### config.mk
export PLATFORM = sky130hd
export DESIGN_NAME = multibyte_add_seq_flat
export DESIGN_NICKNAME = d
export VERILOG_FILES = /design/src/rtl/multibyte_add_seq_if.sv /design/src/rtl/multibyte_add_seq.sv /design/src/flat_wrapper.sv
export SDC_FILE = /design/constraint.sdc
export NUM_CORES = 1
export LEC_CHECK = 0
export ABC_AREA = 1
export BUFFER_PORTS_ARGS = -buffer_cell sky130_fd_sc_hd__buf_2
export CAP_MARGIN = 20
export CORE_MARGIN = 3
export CORE_UTILIZATION = 27
export DETAILED_ROUTE_END_ITERATION = 8
export HOLD_SLACK_MARGIN = 0.15
export PLACE_DENSITY_LB_ADDON = 0.05
export SLEW_MARGIN = 20
export SYNTH_ARGS = -nofsm -noshare
export SYNTH_HDL_FRONTEND = slang
export SYNTH_SLANG_ARGS = --single-unit
### constraint.sdc
create_clock -name clk -period 3.65 [get_ports clk]
set_clock_uncertainty 0.2 [all_clocks]
set_input_delay 0.1825 -clock clk [delete_from_list [all_inputs] [get_ports clk]]
set_output_delay 0.1825 -clock clk [all_outputs]
set_load 0.05 [all_outputs]
### src/rtl/multibyte_add_seq_if.sv
// rtl/multibyte_add_seq_if.sv - operand/result handshake bundle for multibyte_add_seq
//   in_valid/in_ready/a/b/cin : operand pair channel (master drives, slave accepts)
//   out_valid/out_ready/sum/cout : result channel (slave drives, master accepts)
//   ovf : signed overflow, present only when MBA_OVF_EN is defined
interface multibyte_add_seq_if #(
  parameter int NBYTES = 4
);
  localparam int W = 8 * NBYTES;

  logic         in_valid;
  logic         in_ready;
  logic [W-1:0] a;
  logic [W-1:0] b;
  logic         cin;
  logic         out_valid;
  logic         out_ready;
  logic [W-1:0] sum;
  logic         cout;
`ifdef MBA_OVF_EN
  logic         ovf;
`endif

  modport master (
    output in_valid, a, b, cin, out_ready,
`ifdef MBA_OVF_EN
    input  ovf,
`endif
    input  in_ready, out_valid, sum, cout
  );

  modport slave (
    input  in_valid, a, b, cin, out_ready,
`ifdef MBA_OVF_EN
    output ovf,
`endif
    output in_ready, out_valid, sum, cout
  );

endinterface

### src/rtl/multibyte_add_seq.sv
// rtl/multibyte_add_seq.sv - byte-serial wide adder driving one 8-bit CLA
//   eb_adder_top      : 8-bit carry-lookahead adder (A, B, Cin -> Y, Cout)
//   multibyte_add_seq : clk, rst_n (async active-low), bus (multibyte_add_seq_if.slave)
//   Optional macro MBA_OVF_EN adds the registered signed-overflow output bus.ovf.
module eb_adder_top (
  input  logic [7:0] A,
  input  logic [7:0] B,
  input  logic       Cin,
  output logic [7:0] Y,
  output logic       Cout
);

  logic [7:0] w_g;
  logic [7:0] w_p;
  logic [8:0] w_c;

  // Each carry is the OR of the generate terms below it, each gated by the
  // propagate chain up to this bit, plus Cin gated by the whole chain.
  function automatic logic [8:0] lookahead(input logic [7:0] g, input logic [7:0] p,
                                           input logic ci);
    logic [8:0] c;
    logic       term;
    c    = '0;
    c[0] = ci;
    for (int i = 0; i < 8; i++) begin
      term = ci;
      for (int j = 0; j <= i; j++) term = term & p[j];
      c[i+1] = term;
      for (int k = 0; k <= i; k++) begin
        term = g[k];
        for (int j = k + 1; j <= i; j++) term = term & p[j];
        c[i+1] = c[i+1] | term;
      end
    end
    return c;
  endfunction

  assign w_g  = A & B;
  assign w_p  = A ^ B;
  assign w_c  = lookahead(w_g, w_p, Cin);
  assign Y    = w_p ^ w_c[7:0];
  assign Cout = w_c[8];

endmodule

module multibyte_add_seq #(
  parameter int NBYTES = 4
) (
  input  logic               clk,
  input  logic               rst_n,
  multibyte_add_seq_if.slave bus
);

  localparam int            W    = 8 * NBYTES;
  localparam int            IW   = (NBYTES > 1) ? $clog2(NBYTES) : 1;
  localparam logic [IW-1:0] LAST = IW'(NBYTES - 1);

  typedef enum logic [1:0] {IDLE, ADD, DONE} state_t;

  state_t        r_state;
  logic [W-1:0]  r_a;
  logic [W-1:0]  r_b;
  logic [W-1:0]  r_sum;
  logic [IW-1:0] r_idx;
  logic          r_carry;
  logic          r_cout;
  logic          r_in_ready;
  logic          r_out_valid;
`ifdef MBA_OVF_EN
  logic          r_ovf;
`endif

  logic [7:0]    w_byte_a;
  logic [7:0]    w_byte_b;
  logic [7:0]    w_y;
  logic          w_cout;

  assign w_byte_a = r_a[8*r_idx +: 8];
  assign w_byte_b = r_b[8*r_idx +: 8];

  eb_adder_top u_cla (
    .A    (w_byte_a),
    .B    (w_byte_b),
    .Cin  (r_carry),
    .Y    (w_y),
    .Cout (w_cout)
  );

  // Handshake flags are registered copies of the state decode, so neither
  // in_ready nor out_valid has a combinational path from the bus inputs.
  always_ff @(posedge clk or negedge rst_n) begin
    if (!rst_n) begin
      r_state     <= IDLE;
      r_a         <= '0;
      r_b         <= '0;
      r_sum       <= '0;
      r_idx       <= '0;
      r_carry     <= 1'b0;
      r_cout      <= 1'b0;
      r_in_ready  <= 1'b1;
      r_out_valid <= 1'b0;
`ifdef MBA_OVF_EN
      r_ovf       <= 1'b0;
`endif
    end else begin
      case (r_state)
        IDLE: begin
          if (bus.in_valid) begin
            r_a        <= bus.a;
            r_b        <= bus.b;
            r_carry    <= bus.cin;
            r_idx      <= '0;
            r_sum      <= '0;
            r_in_ready <= 1'b0;
            r_state    <= ADD;
          end
        end
        ADD: begin
          r_sum[8*r_idx +: 8] <= w_y;
          r_carry             <= w_cout;
          if (r_idx == LAST) begin
            r_cout      <= w_cout;
`ifdef MBA_OVF_EN
            // Operand MSBs XOR result MSB recovers the carry into bit W-1.
            r_ovf       <= (r_a[W-1] ^ r_b[W-1] ^ w_y[7]) ^ w_cout;
`endif
            r_out_valid <= 1'b1;
            r_state     <= DONE;
          end else begin
            r_idx <= r_idx + 1'b1;
          end
        end
        DONE: begin
          if (bus.out_ready) begin
            r_out_valid <= 1'b0;
            r_in_ready  <= 1'b1;
            r_state     <= IDLE;
          end
        end
        default: begin
          r_out_valid <= 1'b0;
          r_in_ready  <= 1'b1;
          r_state     <= IDLE;
        end
      endcase
    end
  end

  assign bus.in_ready  = r_in_ready;
  assign bus.out_valid = r_out_valid;
  assign bus.sum       = r_sum;
  assign bus.cout      = r_cout;
`ifdef MBA_OVF_EN
  assign bus.ovf       = r_ovf;
`endif

endmodule

### src/flat_wrapper.sv
// flat-port wrapper written by rule: the top's interface ports become plain ports
module multibyte_add_seq_flat 
#(
  parameter int NBYTES = 4
)
  (clk, rst_n, bus_in_valid, bus_a, bus_b, bus_cin, bus_out_ready, bus_in_ready, bus_out_valid, bus_sum, bus_cout);
  multibyte_add_seq_if #(.NBYTES(NBYTES)) bus_i ();
  input  logic clk;
  input  logic rst_n;
  input wire logic [$bits(bus_i.in_valid)-1:0] bus_in_valid;
  input wire logic [$bits(bus_i.a)-1:0] bus_a;
  input wire logic [$bits(bus_i.b)-1:0] bus_b;
  input wire logic [$bits(bus_i.cin)-1:0] bus_cin;
  input wire logic [$bits(bus_i.out_ready)-1:0] bus_out_ready;
  output wire logic [$bits(bus_i.in_ready)-1:0] bus_in_ready;
  output wire logic [$bits(bus_i.out_valid)-1:0] bus_out_valid;
  output wire logic [$bits(bus_i.sum)-1:0] bus_sum;
  output wire logic [$bits(bus_i.cout)-1:0] bus_cout;
  assign bus_i.in_valid = bus_in_valid;
  assign bus_i.a = bus_a;
  assign bus_i.b = bus_b;
  assign bus_i.cin = bus_cin;
  assign bus_i.out_ready = bus_out_ready;
  assign bus_in_ready = bus_i.in_ready;
  assign bus_out_valid = bus_i.out_valid;
  assign bus_sum = bus_i.sum;
  assign bus_cout = bus_i.cout;
  multibyte_add_seq #(.NBYTES(NBYTES)) u_core (.clk(clk), .rst_n(rst_n), .bus(bus_i));
endmodule
==> flow_summary_export.csv, run 1 <==
group,metric,value,unit
run_status,status,"completed",
power,power_frac_seq,29.4,%
worst_setup_path,startpoint,"u_core.r_idx[0]",
route,drt-initial-drc-count,234,
sta,period_share,82.46,%
global_route,track_usage,15.93,%
worst_setup_path,worstReg2RegEnd,"u_core.bus.sum[30]",
route,drc_errors,0,
route,vias,4473,
floorplanning,rows,48,
worst_setup_path,worstPathArrival,3.09,ns
placement,post-place-ws,0.6901,ns
placement,hpwlAfterDp,10880,um
sta,finalMaxSlewViolations,0,
clock_network,cts.reportedPaths.clkPinSlew,0.07,ns
synthesis,synthMostInstantiatedCell,"nand2_1",
synthesis,syn-num-nets,676,
min_path,min_path_type,"in2async",
synthesis,ys_ff_latch,104,
clock_network,cts_setup_buffers,0,
finish,multi_input_area,2068,um2
worst_setup_path,setup.worst_path.class,"reg2reg",
sta,setup_tns,0,ns
synthesis,syn_inst,593,
route,wl_per_cell,15.10,um
finish,layout-drive-gt1-share,19.56,%
worst_setup_path,crit_required,3.73,ns
power,power.density,1002,nW/um2
sta,hold_violations,0,
placement,finalWeightedCongestion,0.8065,
global_route,antenna_found_initial,0,
synthesis,ys.flop_type,"dfrtp_1",
route,met2_length,6868,um
placement,portBuffers,103,
synthesis,syn_area,4877,um2
route,highest_layer,"met4",
synthesis,ys_top_cells_by_count,"nand2_1, dfrtp_1, o21ai_0",
floorplanning,dieArea,19710,um2
finish,nets,850,
worst_setup_path,cp-start-kind,"register",
global_route,grt_pass1_vias,4484,
clock_network,cts_buffer_depth,2,
synthesis,synthAdderAreaFrac,3.746,%
sta,worst_slack,0.6401,ns
worst_setup_path,path_buf_inv,1,
route,dr.pass1.iters,5,
sta,fmax,332.2,MHz
worst_setup_path,crit_top_cell,"nand2_4",
worst_setup_path,critPathMaxStageDelay,0.35,ns
synthesis,yosys.area.top_type,"dfrtp_1",
route,wl_met1,7372,um
worst_setup_path,crit_family,"simple AND/OR/NAND/NOR gates",
sta,relSlewSlack,54.26,%
worst_setup_path,path_cells,"buf_4, o21ai_0, o22ai_1, ha_1, ha_1, nand2_1, nand3b_2, nand2_2, nand2_2, nand2_4, nand2_4, nand2_4, nand2_4, nand2_4, nand3_1, nand2_2, nand3_2, o21ai_2",
synthesis,synth-compound-area-share,9.441,%
floorplanning,die_h,140.4,um
sta,setup_violations,0,
sta,rsz0062_at_grt,"no",
synthesis,yosys_warnings,0,
route,detail_route.wirelength,15060,um
floorplanning,io_pins,104,
worst_setup_path,critical-path-slowest-cell,"dfrtp_1",
synthesis,synth_seq_area_share,53.39,%
power,swShare,50.08,%
route,dr_wl_met3,617,um
clock_network,htree_levels,3,
global_route,grt_max_degree,58,
synthesis,synthMuxAreaShare,0.2309,%
worst_setup_path,cp.depth,18,
power,p_int,3.356,mW
finish,fillers,1797,
power,pwr-share-clk,14.7,%
route,post_drt_via_cell_ratio,4.486,
job,cap_violations,0,
sta,final.min_clock_period,3.010,ns
clock_network,numCtsBuffers,9,
worst_setup_path,endpoint_kind,"register",
finish,syn_to_final_growth,37.58,%
global_route,grt_pass1_wl,24570,um
synthesis,synth-xor-area-share,0.3592,%
clock_network,root_buffer,"clkbuf_16",
clock_network,clk_latency,0.36,ns
clock_network,cts_tree,"yes",
worst_setup_path,crit_path_max_fanout,33,
sta,worstMarginPinSlew,0.6861,ns
floorplanning,core,17480,um2
synthesis,synth_top_family_by_area,"simple AND/OR/NAND/NOR gates",
synthesis,synth_edf_count,0,
floorplanning,die_x,140.4,um
floorplanning,start_util,27.91,%
route,detail-route-antenna-nets,0,
power,combinationalPowerShare,55.8,%
worst_setup_path,rr_startpoint,"u_core.r_idx[0]",
synthesis,synth_top_area_share,52.85,%
power,irDropWorstVdd,375.8,uV
clock_network,clock_sinks,104,
synthesis,synth-simple-area-share,28.58,%
synthesis,yosysUniqueCellTypes,35,
finish,fin_util,38.39,%
power,p_leak,3.485,nW
worst_setup_path,reg2reg_depth,18,
finish,diodes,0,
finish,seq_area,2604,um2
synthesis,async_flop_share,100.0,%
synthesis,synth.avg_cell_area,8.225,um2
synthesis,synth.area.top_cells,"dfrtp_1, nand2_1, o21ai_0",
power,p_sw,3.367,mW
global_route,grt-ovfl-total,0,
worst_setup_path,r2r_setup_slack,0.64,ns
## layout make-up
class,instances,share of cell area [%]
sequential,104,38.80
multi-input combinational,437,30.82
timing repair buffer,188,20.21
tap,225,4.195
clock buffer,11,3.617
inverter,27,1.510
clock inverter,5,0.8391
## placed cells by master, fill, tap and decap left out, types with 9 or more instances in the layout
master and n:
buf_2 102, buf_4 10, clkbuf_16 9, dfrtp_1 103, dlygate4sd3_1 75, ha_1 13
inv_1 23, nand2_1 246, nand3_1 21, nor2_1 45, o21ai_0 54, o22ai_1 16
## per-stage QoR
| stage | hold WS (ns) | area, um2 | instances | power, mW |
|---|---|---|---|---|
| 6_report | 0.2086 | 6710 | 997 | 6.723 |
| 5_1_grt | 0.2674 | 6710 | 997 | 7.335 |
| 4_1_cts | 0.2251 | 6710 | 997 | 6.820 |
| 3_5_place_dp | 0.07330 | 5660 | 906 | 5.716 |
| 3_3_place_gp | 0.06728 | 5660 | 906 | 5.684 |
| 2_1_floorplan | -0.3131 | 4877 | 593 | 4.573 |
## worst max path at each step
stage | endpoint | slack (ns)
after floorplan | u_core.bus.sum[14] | 0.73
after global placement | u_core.bus.sum[30] | 0.81
after detailed placement | u_core.bus.sum[30] | 0.69
after CTS | u_core.bus.sum[30] | 0.66
after global routing | u_core.bus.sum[30] | 0.38
final | u_core.bus.sum[30] | 0.64
## sequential cells by signal, indices dropped and copies added (netlist names)
name                  flops
u_core.r_carry            1
u_core.bus.sum           32
u_core.r_a               32
u_core.r_idx              2
u_core.r_state            2
u_core.r_b               32
u_core.bus.cout           1
u_core.bus.in_ready       1
u_core.bus.out_valid      1
## routing by layer
| metal | global-route usage (%) | vias to the layer above |
|---|---|---|
| li1 | - | 2252 |
| met1 | 22.26 | 2116 |
| met2 | 25.35 | 92 |
| met3 | 2.834 | 13 |
| met4 | 4.640 | 0 |
| met5 | 0 | - |
## kinds of logic (layout without fill, tap and decap cells)
logic type,count (synthesis),in the layout
simple gates,338,338
flops,104,104
compound gates,82,82
buf+inv,52,231
fa+ha+maj,14,14
xor+xnor,2,2
mux,1,1
## power groups by stage
stage / Sequential, mW / Combinational (mW) / Clock [mW]
after floorplan: 2.31 / 2.26 / 0
after global placement: 2.01 / 3.67 / 0
after detailed placement: 2.00 / 3.72 / 0
after CTS: 1.98 / 3.81 / 1.03
after global routing: 2.04 / 4.22 / 1.08
final: 1.98 / 3.75 / 0.991
## timing repair
item | CTS | global route
endpoints found under the hold margin | 119 | 0
gates resized for setup | 0 | 0
endpoints found under the setup margin | 0 | 0
hold buffers | 75 | 0
Note: power is estimated with default switching activity, not from simulation.
==> run 2, diff against run 1 <==
clock period = 3.1 ns   (was 3.65 ns; I/O delays follow)
==> run 2 against run 1 <==
Effect of this change: critical path type unchanged; non-clock buffer count decreased by 4; largest cell class unchanged; flip-flop and latch count did not move; global-route usage down 0.27 points; sequential share of layout area shrank 0.065 points.
==> flow_summary_export.csv, run 2 (synthesis gave the netlist of run 1 again) <==
group,metric,value,unit
worst_setup_path,critPathMaxStageDelay,0.42,ns
finish,seq_area,2604,um2
floorplanning,rows,48,
sta,rsz0062_at_grt,"no",
sta,setup_tns,0,ns
clock_network,cts_buffer_depth,2,
sta,setup_violations,0,
worst_setup_path,critical-path-slowest-cell,"dfrtp_1",
global_route,grt_pass1_wl,24270,um
floorplanning,start_util,27.91,%
global_route,use_met2,24.82,%
floorplanning,die_h,140.4,um
finish,diodes,0,
floorplanning,io_pins,104,
power,swShare,49.11,%
finish,layout-drive-gt1-share,20.05,%
clock_network,numCtsBuffers,9,
clock_network,clk_latency,0.36,ns
sta,worstMarginPinSlew,0.8477,ns
global_route,grt_max_degree,78,
route,post_drt_via_cell_ratio,4.476,
worst_setup_path,path_cells,"clkinv_1, buf_12, o21ai_0, o22ai_1, ha_1, ha_1, nand2_1, nand3b_2, nand2_2, nand2_2, nand2_4, nand2_4, nand2_4, nand2_4, nand2_4, nand3_1, nand2_2, nand3_2, o21ai_2",
route,drc_errors,0,
power,power.density,1198,nW/um2
clock_network,cts.reportedPaths.clkPinSlew,0.07,ns
sta,final.min_clock_period,2.879,ns
clock_network,cts_tree,"yes",
finish,nets,846,
route,detail-route-antenna-nets,0,
floorplanning,core,17480,um2
placement,finalWeightedCongestion,0.7721,
clock_network,cts_resized,0,
run_status,status,"completed",
job,cap_violations,0,
placement,portBuffers,103,
floorplanning,die_x,140.4,um
finish,multi_input_area,2068,um2
sta,fmax,347.3,MHz
global_route,grtUsageMet1,21.59,%
power,p_int,4.098,mW
sta,hold_violations,0,
worst_setup_path,r2r_setup_slack,0.22,ns
power,irDropWorstVdd,673.2,uV
power,p_sw,3.955,mW
route,drt-initial-drc-count,221,
power,p_leak,3.507,nW
clock_network,root_buffer,"clkbuf_16",
finish,mostFrequentLayoutCells,"nand2_1, dfrtp_1, buf_2",
finish,final_common_cell,"nand2_1",
sta,finalMaxSlewViolations,0,
worst_setup_path,crit_required,3.19,ns
worst_setup_path,worstPathArrival,2.96,ns
route,wl_per_cell,15.10,um
min_path,min_path_type,"in2reg",
sta,worst_slack,0.2208,ns
power,pwr-share-clk,15.8,%
route,detail_route.wirelength,14990,um
finish,fillers,1832,
worst_setup_path,endpoint_kind,"register",
global_route,grt_pass1_vias,4538,
power,combinationalPowerShare,55.2,%
global_route,antenna_found_initial,0,
global_route,grt-ovfl-total,0,
sta,period_share,92.88,%
clock_network,htree_levels,3,
clock_network,clock_sinks,104,
placement,hpwlAfterDp,10630,um
power,power_frac_seq,29.0,%
sta,relSlewSlack,43.49,%
worst_setup_path,crit_path_max_fanout,32,
global_route,grtUsageMet3,3.004,%
route,dr.pass1.iters,4,
finish,syn_to_final_growth,37.81,%
worst_setup_path,setup.worst_path.class,"reg2reg",
route,vias,4445,
placement,post-place-ws,0.2408,ns
clock_network,cts_setup_buffers,0,
worst_setup_path,cp-start-kind,"register",
global_route,busiest_layer,"met2",
global_route,track_usage,15.65,%
worst_setup_path,crit_top_cell,"nand2_4",
floorplanning,dieArea,19710,um2
==> run 2: worst paths after layout <==
path,start,to,cells past startpoint
worst max-delay path,u_core.r_idx[0],u_core.bus.sum[14],19
worst min-delay path,bus_in_valid,u_core.r_b[29],5
worst max register to register,u_core.r_idx[0],u_core.bus.sum[14],19
worst min register to register,u_core.r_a[19],u_core.r_a[19],2
max in group asynchronous,rst_n,u_core.r_a[5],3
min in group asynchronous,rst_n,u_core.r_b[30],2
==> run 2: final cells by class <==
class / instances / share of cell area, %
multi-input cells: 437 / 30.77
clock inverters: 4 / 1.136
flip-flops and latches: 104 / 38.74
inverters: 27 / 1.508
well taps: 225 / 4.188
repair buffers: 184 / 19.84
clock buffers: 12 / 3.816
==> run 2: power by group through the flow <==
| stage | Combinational, mW | Clock (mW) | Sequential, mW |
|---|---|---|---|
| finish | 4.44 | 1.28 | 2.34 |
| global route | 4.99 | 1.36 | 2.40 |
| CTS | 4.51 | 1.32 | 2.34 |
| detailed placement | 4.42 | 0 | 2.36 |
| global placement | 4.40 | 0 | 2.37 |
| floorplan | 2.66 | 0 | 2.72 |
==> run 2: worst max-delay path, delay by kind of cell (launching register included) <==
kind                       cells  cell delay, ns
and+or+nand+nor               12            0.94
buffers and inverters          2            0.34
AOI/OAI and AO/OA              3            0.40
DFF                            1            0.42
adders and majority gates      2            0.48
==> run 2: through the flow <==
step / hold slack (ns) / power [mW] / cells / instance area [um2] / utilization, %
after floorplan: -0.3406 / 5.384 / 593 / 4877 / -
after global placement: 0.04064 / 6.763 / 909 / 5708 / 32.66
after detailed placement: 0.04797 / 6.779 / 909 / 5708 / 32.66
after CTS: 0.1532 / 8.162 / 993 / 6721 / 38.46
after global routing: 0.2007 / 8.748 / 993 / 6721 / 38.46
final: 0.1644 / 8.053 / 993 / 6721 / 38.46
==> run 2: routing by layer <==
metal / part of all wire (%) / up-vias
met3: 3.2 / 17
met5: 0 / -
met1: 50 / 2101
met4: 1.5 / 0
li1: - / 2248
met2: 45 / 79
==> run 2: timing repair <==
item,CTS,global route
hold endpoints to repair,118,0
hold buffers,68,0
endpoints found under the setup margin,0,0
==> run 3, diff against run 2 <==
clock period = 2.45 ns   (was 3.1 ns; I/O delays follow)
==> run 3 against run 2 <==
Effect of this change: the flow now finishes with violations (negative setup slack); critical endpoint is now u_core.bus.cout; setup slack got worse by 0.47 ns; largest power group unchanged; fmax rose by 6.6%; combinational power rose by 76%; first-iteration DRC count rose by 41%; final area rose by 11%; non-clock buffer count rose by 54; global-route usage rose by 0.98 points; sequential power rose by 29%.
==> flow_summary_export.csv, run 3 (synthesis gave the netlist of run 1 again) <==
group,metric,value,unit
run_status,status,"finished with violations",
run_status,violations,"negative setup slack",
clock_network,htree_levels,3,
route,dr.pass1.iters,4,
floorplanning,io_pins,104,
job,cap_violations,0,
sta,fmax,370.4,MHz
power,p_leak,3.811,nW
worst_setup_path,endpoint_kind,"register",
worst_setup_path,setup.worst_path.class,"reg2reg",
floorplanning,die_x,140.4,um
clock_network,clk_latency,0.35,ns
clock_network,clock_sinks,104,
placement,dp.cells,934,
worst_setup_path,crit_family,"simple AND/OR/NAND/NOR gates",
min_path,hold_path.startpoint,"u_core.r_b[4]",
worst_setup_path,path_cells,"buf_6, buf_4, o21ai_0, o22ai_1, ha_1, inv_1, nor2_1, nand4_1, nand3_1, nor2_1, nand4_1, nand3_2, nand2_2, mux2_2",
finish,syn_to_final_growth,52.80,%
global_route,antenna_found_initial,0,
route,vias,4711,
worst_setup_path,critical-path-slowest-cell,"dfrtp_4",
floorplanning,dieArea,19710,um2
worst_setup_path,worstReg2RegEnd,"u_core.bus.cout",
power,power.density,1638,nW/um2
worst_setup_path,reg2reg_depth,14,
floorplanning,die_h,140.4,um
finish,final_common_cell,"nand2_1",
sta,setup_violations,25,
sta,hold_violations,0,
finish,fillers,1799,
clock_network,numCtsBuffers,9,
worst_setup_path,crit_path_max_fanout,6,
worst_setup_path,path_buf_inv,3,
finish,finalNonFillerCells,1048,
sta,worstMarginPinSlew,0.5294,ns
global_route,track_usage,16.64,%
min_path,hold_end,"u_core.r_b[4]",
route,detail_route.wirelength,15910,um
global_route,grt_max_degree,58,
min_path,min_path_type,"reg2reg",
sta,rsz0062_at_grt,"yes",
sta,period_share,110.2,%
finish,layout-drive-gt1-share,28.43,%
finish,mostFrequentLayoutCells,"nand2_1, buf_2, dfrtp_1",
floorplanning,start_util,27.91,%
global_route,grt-ovfl-total,0,
clock_network,root_buffer,"clkbuf_16",
worst_setup_path,worstPathArrival,2.74,ns
floorplanning,core,17480,um2
placement,portBuffers,103,
sta,finalMaxSlewViolations,0,
clock_network,cts_tree,"yes",
placement,hpwlAfterDp,11360,um
power,irDropWorstVdd,704.0,uV
clock_network,cts.reportedPaths.clkPinSlew,0.07,ns
route,post_drt_via_cell_ratio,4.495,
worst_setup_path,rr_startpoint,"u_core.r_idx[0]",
sta,setup_tns,-3.396,ns
finish,nets,902,
worst_setup_path,critPathMaxStageDelay,0.53,ns
sta,relSlewSlack,64.71,%
worst_setup_path,r2r_setup_slack,-0.25,ns
route,wl_per_cell,15.18,um
global_route,grt_pass1_wl,25590,um
floorplanning,rows,48,
route,drt-initial-drc-count,311,
worst_setup_path,cp-start-kind,"register",
placement,finalWeightedCongestion,0.8170,
min_path,min_path_cells,2,
finish,multi_input_area,2307,um2
finish,diodes,0,
power,power.total,12.21,mW
sta,final.min_clock_period,2.700,ns
worst_setup_path,crit_required,2.49,ns
finish,seq_area,2609,um2
route,detail-route-antenna-nets,0,
sta,worst_slack,-0.2497,ns
global_route,grt_pass1_vias,4782,
route,drc_errors,0,
clock_network,cts_buffer_depth,2,
-- run 3: cell count changes in the layout (fill, tap and decap cells not counted), moves of 8 or more --
cell / before / now
dlygate4sd3_1: 68 / 90
o21ai_1: 1 / 23
nor2_1: 45 / 37
buf_4: 11 / 37
o21ai_0: 54 / 27
-- run 3: how the worst max path moves through the flow --
| stage | startpoint | endpoint | slack, ns | cells after the start |
|---|---|---|---|---|
| finish | u_core.r_idx[0] | u_core.bus.cout | -0.25 | 14 |
| global route | u_core.r_idx[0] | u_core.bus.sum[31] | -0.43 | 16 |
| global placement | u_core.r_idx[0] | u_core.bus.cout | -0.21 | 14 |
| detailed placement | u_core.r_idx[0] | u_core.bus.cout | -0.29 | 12 |
| CTS | u_core.r_idx[0] | u_core.bus.sum[22] | -0.22 | 19 |
| floorplan | u_core.r_idx[0] | u_core.bus.sum[30] | -0.14 | 20 |
-- run 3: what timing repair did --
item	in CTS	in global routing
buffers inserted	3	1
pin swaps	15	17
endpoints found under the hold margin	172	0
hold buffers	91	0
cloned	4	0
resized for setup	45	30
setup endpoints to repair	26	35
-- run 3: worst min-delay path: stages (launching register included) --
cell     delay, ns
dfrtp_1       0.34
nand2_1       0.06
nand2_1       0.05
-- run 3: layer usage --
metal	global-route usage (%)	routed length (um)	up-vias
li1	-	-	2372
met1	22.86	7582	2238
met2	26.76	7508	86
met3	2.765	554	15
met4	5.507	265	0
met5	0	0	-
-- run 3: power by group --
group | internal, mW | total [mW] | leakage, nW | switching [mW]
combinational | 3.18 | 7.81 | 2.35 | 4.63
sequential | 2.46 | 3.03 | 1.33 | 0.569
clock | 0.737 | 1.37 | 0.134 | 0.630
total | 6.38 | 12.2 | 3.81 | 5.83
-- run 3: final cells by class --
class	instances	share of cell area, %
Clock buffer	12	3.442
Clock inverter	3	0.2351
Inverter	27	1.595
Multi-Input combinational cell	437	30.96
Sequential cell	104	35.01
Tap cell	225	3.778
Timing Repair Buffer	238	24.75
Timing Repair inverter	2	0.2351
-- run 3: through the flow --
step	utilization, %	area, um2	worst slack [ns]	hold slack [ns]
2_1_floorplan	-	4974	-0.1357	-0.3731
3_3_place_gp	34.04	5949	-0.2053	-0.06422
3_5_place_dp	34.04	5949	-0.2853	-0.05953
4_1_cts	42.06	7351	-0.2233	0.2785
5_1_grt	42.64	7452	-0.4263	0.3094
6_report	42.64	7452	-0.2497	0.2814
